<file path="src/rtl/btn_press_counter_pkg.sv">
`default_nettype none
// ============================================================================
//  Module      : btn_press_counter_pkg
//  Description : Shared FSM state encodings, BCD constants and a BCD
//                increment helper for the button press counter.
//  Revision    : 1.0  initial release
// ============================================================================
package btn_press_counter_pkg;

    // Debounce FSM states; the encodings are fixed so that other
    // blocks and debug views agree on them.
    typedef enum logic [1:0] {
        RELEASED    = 2'd0,
        PRESS_CHK   = 2'd1,
        PRESSED     = 2'd2,
        RELEASE_CHK = 2'd3
    } btn_fsm_e;

    localparam int               BCD_W   = 4;
    localparam logic [BCD_W-1:0] BCD_MAX = 4'd9;

    // Next value of one BCD digit: 9 rolls over to 0.
    function automatic logic [BCD_W-1:0] bcd_next(input logic [BCD_W-1:0] d);
        return (d == BCD_MAX) ? '0 : d + 1'b1;
    endfunction

endpackage
`default_nettype wire

</file>
<file path="src/rtl/btn_press_counter_bcd_digit.sv">
`default_nettype none
// ============================================================================
//  Module      : btn_press_counter_bcd_digit
//  Description : One BCD digit with increment enable, synchronous clear and
//                combinational carry-out (asserted when incrementing a 9).
//  Revision    : 1.0  initial release
// ============================================================================
module btn_press_counter_bcd_digit
    import btn_press_counter_pkg::*;
(
    input  logic             clk,
    input  logic             rst_n,
    input  logic             clr,
    input  logic             inc,
    output logic [BCD_W-1:0] digit,
    output logic             carry
);

    logic [BCD_W-1:0] digit_q;

    // Digit register: reset and clear dominate, otherwise step on inc.
    always_ff @(posedge clk) begin
        if (!rst_n) begin
            digit_q <= '0;
        end else if (clr) begin
            digit_q <= '0;
        end else if (inc) begin
            digit_q <= bcd_next(digit_q);
        end
    end

    assign digit = digit_q;
    assign carry = inc & (digit_q == BCD_MAX);

endmodule
`default_nettype wire

</file>
<file path="src/rtl/btn_press_counter.sv">
`default_nettype none
// ============================================================================
//  Module      : btn_press_counter
//  Description : Stable-time debounce of a synchronized button level, a
//                single-cycle press pulse per accepted press, and a
//                NUM_DIGITS-digit BCD press counter with wrap pulse.
//  Revision    : 1.0  initial release
// ============================================================================
module btn_press_counter
    import btn_press_counter_pkg::*;
#(
    parameter int STABLE_CYCLES = 500000,
    parameter int NUM_DIGITS    = 4
) (
    input  logic                        clk,
    input  logic                        rst_n,
    input  logic                        btn_in,
    input  logic                        clr,
    output logic                        btn_state,
    output logic                        press_pulse,
    output logic [BCD_W*NUM_DIGITS-1:0] count_bcd,
    output logic                        wrap
);

    localparam int                   c_TIMER_W   = $clog2(STABLE_CYCLES + 1);
    localparam logic [c_TIMER_W-1:0] c_TIMER_MAX = c_TIMER_W'(STABLE_CYCLES);
    localparam logic [c_TIMER_W-1:0] c_TIMER_ONE = c_TIMER_W'(1);

    btn_fsm_e               state_q;
    logic [c_TIMER_W-1:0]   timer_q;
    logic                   btn_state_q;
    logic                   press_pulse_q;
    logic                   wrap_q;

    logic                   w_accept;
    logic [NUM_DIGITS-1:0]  w_inc;
    logic [NUM_DIGITS-1:0]  w_carry;

    // A press is accepted on the edge that sees the (STABLE_CYCLES+1)-th
    // consecutive high sample; the counter steps on that same edge.
    assign w_accept = (state_q == PRESS_CHK) && btn_in && (timer_q == c_TIMER_MAX);

    // Debounce FSM with stability timer and registered level/pulse outputs.
    always_ff @(posedge clk) begin
        if (!rst_n) begin
            state_q       <= RELEASED;
            timer_q       <= '0;
            btn_state_q   <= 1'b0;
            press_pulse_q <= 1'b0;
        end else begin
            press_pulse_q <= 1'b0;
            case (state_q)
                RELEASED: begin
                    if (btn_in) begin
                        state_q <= PRESS_CHK;
                        timer_q <= c_TIMER_ONE;
                    end
                end
                PRESS_CHK: begin
                    if (!btn_in) begin
                        state_q <= RELEASED;
                        timer_q <= '0;
                    end else if (timer_q == c_TIMER_MAX) begin
                        state_q       <= PRESSED;
                        timer_q       <= '0;
                        btn_state_q   <= 1'b1;
                        press_pulse_q <= 1'b1;
                    end else begin
                        timer_q <= timer_q + 1'b1;
                    end
                end
                PRESSED: begin
                    if (!btn_in) begin
                        state_q <= RELEASE_CHK;
                        timer_q <= c_TIMER_ONE;
                    end
                end
                RELEASE_CHK: begin
                    if (btn_in) begin
                        // Release bounce: stay pressed, no new pulse.
                        state_q <= PRESSED;
                        timer_q <= '0;
                    end else if (timer_q == c_TIMER_MAX) begin
                        state_q     <= RELEASED;
                        timer_q     <= '0;
                        btn_state_q <= 1'b0;
                    end else begin
                        timer_q <= timer_q + 1'b1;
                    end
                end
                default: begin
                    state_q <= RELEASED;
                    timer_q <= '0;
                end
            endcase
        end
    end

    // Ripple-carry chain of BCD digits; digit 0 is stepped by an accept.
    assign w_inc[0] = w_accept;

    for (genvar gi = 0; gi < NUM_DIGITS; gi++) begin : g_digit
        if (gi > 0) begin : g_chain
            assign w_inc[gi] = w_carry[gi-1];
        end
        btn_press_counter_bcd_digit u_digit (
            .clk   (clk),
            .rst_n (rst_n),
            .clr   (clr),
            .inc   (w_inc[gi]),
            .digit (count_bcd[gi*BCD_W +: BCD_W]),
            .carry (w_carry[gi])
        );
    end

    // Wrap pulse: carry out of the top digit, suppressed by clear.
    always_ff @(posedge clk) begin
        if (!rst_n) begin
            wrap_q <= 1'b0;
        end else begin
            wrap_q <= w_carry[NUM_DIGITS-1] & ~clr;
        end
    end

    assign btn_state   = btn_state_q;
    assign press_pulse = press_pulse_q;
    assign wrap        = wrap_q;

endmodule
`default_nettype wire

</file>
<file path="config.mk">
export PLATFORM = sky130hd
export DESIGN_NAME = btn_press_counter
export DESIGN_NICKNAME = d
export VERILOG_FILES = /design/src/rtl/btn_press_counter_pkg.sv /design/src/rtl/btn_press_counter_bcd_digit.sv /design/src/rtl/btn_press_counter.sv
export SDC_FILE = /design/constraint.sdc
export NUM_CORES = 1
export LEC_CHECK = 0
export ABC_AREA = 1
export ABC_CLOCK_PERIOD_IN_PS = 3400
export CORE_MARGIN = 2
export CORE_UTILIZATION = 45
export DETAILED_ROUTE_END_ITERATION = 10
export PLACE_DENSITY_LB_ADDON = 0.15
export REMOVE_ABC_BUFFERS = 1
export SETUP_SLACK_MARGIN = 0.5
export SLEW_MARGIN = 10
export SYNTH_ARGS = -nofsm -noshare
export SYNTH_HDL_FRONTEND = slang
export SYNTH_SLANG_ARGS = --single-unit
export TNS_END_PERCENT = 30
</file>
<file path="constraint.sdc">
create_clock -name clk -period 3.4 [get_ports clk]
set_input_delay 0.68 -clock clk [delete_from_list [all_inputs] [get_ports clk]]
set_output_delay 0.68 -clock clk [all_outputs]
set_load 0.02 [all_outputs]
</file>
==> summary.md <==
| Metric | Value |
|---|---|
| Core area | slightly below 0.005 mm2 |
| Crit path arrival time | 2.54 ns |
| Wl on met1 | approximately 2500 um |
| Die Area | about 0.0057 mm2 |
| Seq/Total Area, Yosys | a little over a third |
| Achievable Freq | 431 MHz |
| Share of synthesized registers carrying an async set or reset | 0% |
| Area grow syn2layout | 16.7% |
| Setup violations, final | 0 |
| Routed len/inst | about 11 um |
| Hold path cells | 2 |
| Syn avg cell area | roughly 6.6 um2 |
| Post-synth top area share | 35.1% |
| Hold_sp | timer_q[17] |
| Overall Power | around 0.94 mW |
| CP Launch Point | rst_n |
| Initial Util | 47.4% |
| Drt via density | 4.95 |
| Max_cap viols | 0 |
| TNS Setup | 0 ns |
| Worst Path Required | 3.62 ns |
| Capturing point of the worst reg2reg path | timer_q[7] |
| H-tree depth | 2 |
| Startpoint Class | primary input |
| Post-synth top cells | nand2_1, inv_1, dfxtp_1 |
| Critical path type | in -> reg |
| R2R cell count | 13 |
| Final Util | 55.2% |
| Final WS setup | 1.08 ns |
| R2r setup slk | between 1.5 and 2 ns |
| Final Hold Fails | 0 |
| Peak VDD IR | 0.311 mV |
| Most common cell in the netlist | nand2_1 |
| GRT Overall Usage | approximately a fifth |
| Metal3 WL | approximately 250 um |
| Standard-cell rows | 25 |
| Clock sink total | 40 |
| Clk pin slew, worst setup/hold paths | 0.08 ns |
| Post-CTS Setup Inserts | 0 |
| RSZ-0062 raised after global routing | false |
| Ys flop type | dfxtp_1 |
| Die W | approximately 75 um |
| Met2 WL | 2210 um |
| PostCTS Resize Cnt | 0 |
| Placed insts | 428 |
| Layout Cells excl Fill | 436 |
| Worst hold path class | reg -> reg |
| Final wirelength | 5000 um |
| Worst hold slack | 0.482 ns |
| Top Metal Used | met4 |
| Syn. warnings | 0 |
| Crit-path max FO | 14 |
| Number of global-route vias before repair | between 1500 and 2000 |
| Post-synth EDFFs | 0 |
| Finished Cell Area | 0.00266 mm2 |
| Final GP Congestion | 0.841 |
| Synth area leader | dfxtp_1 |
| Share of cells above drive strength 1 | 8.40% |
| Unique masters post-synth | 33 |
| Critical Path Sink Type | flop |
| Mapped Cells | 344 |
| Root Buffer | clkbuf_8 |
| Initial antenna violation count | 0 |
| Worst reg2reg path startpoint | timer_q[0] |
| CTS tree | done |
| DP HPWL | 3610 um |
| Final Max Tran Viols | 0 |
| Worst-Skew Late Latency | slightly below 0.3 ns |
| Synth area leaders | dfxtp_1, nand2_1, inv_1, nor2_1, a21oi_1 |
| First-pass GRT wire length | 8490 um |
| Final Cycle Share | 68.3% |
| Nets | around 370 |
| FF+latch count, synth | 40 |
| Worst Setup EP | g_digit[1].u_digit.digit[2] |
| DRC | 0 |
| Worst slew margin relative to its limit | 63.7% |
| I/O Buffers | 22 |
| Final min period | 2.32 ns |
| Outcome | finished clean |
| 1st-pass router iterations | 4 |
| DR iter-0 viols | 144 |
| I/O pin total | 23 |
| Clock Tree Buf Depth | 2 |
| Largest net degree at the start of global routing | 18 |
| Ant. Diodes | 0 |
| DRT antenna net count | 0 |
| DR vias | 2160 |
| Pre-CTS WS | 0.742 ns |
| Worst slew pin tran | about 0.54 ns |
| Mapped cell area | 0.00228 mm2 |
| CTS Buf Count | 5 |
| Leakage power | about 0.92 nW |
| Total power per unit cell area | 354 mW/mm2 |
| Clock Skew | about 0.0085 ns |
| Placed Area | 0.00255 mm2 |
| Grt total ovfl | 0 |
| Die Y | roughly 75 um |
| Hold Buf Count CTS | 0 |
-- cells in the final DEF, fill, tap and decap left out, types with 2 or more instances in the layout --
cell,n
xor2_1,6
inv_1,50
o211ai_1,2
nor2_2,3
clkbuf_8,5
nor2_4,7
nand2_1,84
nand4_1,11
nor2_1,39
ha_1,2
clkinv_1,2
nand2_2,4
inv_2,2
o21ai_0,17
a21oi_1,26
xnor2_1,2
nor3_2,2
dfxtp_1,40
o21ai_1,4
clkdlybuf4s50_1,22
nand3_1,19
nor3_1,6
-- critical path, stage by stage --
cell and delay (ns):
clkdlybuf4s50_1 0.79, inv_1 0.33, nor2_1 0.17, buf_4 0.21, inv_1 0.16, nor3_1 0.19
-- sequential cells by signal, summed over array words and instances (netlist names), named ones only --
name / count
state_q: 1
press_pulse: 1
wrap: 1
g_digit.u_digit.digit: 16
timer_q: 19
btn_state: 1
-- kinds of logic (layout without fill, tap and decap cells) --
| logic type | count (synthesis) | in the layout | share of synthesized area, % |
|---|---|---|---|
| XOR/XNOR | 8 | 8 | 3.07 |
| buffers and inverters | 61 | 86 | 10.9 |
| AND/OR/NAND/NOR | 179 | 179 | 37.2 |
| AO/OA/AOI/OAI | 54 | 54 | 12.6 |
| adder cells (fa/ha/maj) | 2 | 2 | 1.10 |
| flip-flops | 40 | 40 | 35.1 |
-- per-layer routing --
layer,vias to the layer above,GRT usage [%]
li1,1145,-
met1,973,28.4
met2,40,29.5
met3,2,4.02
met4,0,4.68
met5,-,0
-- cell type report --
cell class,count,area (um2)
inverters,55,209
multi-input cells,243,1230
flip-flops and latches,40,801
well taps,67,83.8
fillers,493,2160
clock buffers,6,72.6
clock inverters,2,35.0
repair buffers,23,228
-- power by group --
part | total, mW | switching (mW) | internal (mW)
combinational | 0.0780 | 0.0569 | 0.0211
sequential | 0.479 | 0.00508 | 0.474
clock | 0.384 | 0.166 | 0.218
total | 0.941 | 0.228 | 0.713
-- worst min-delay path by stage --
stage / endpoint / slack [ns]
floorplan: timer_q[17] / 0.45
global placement: g_digit[2].u_digit.digit[2] / 0.47
detailed placement: timer_q[17] / 0.47
CTS: timer_q[17] / 0.48
global route: timer_q[13] / 0.52
finish: timer_q[17] / 0.48
Power figures use the tool's default switching activity.
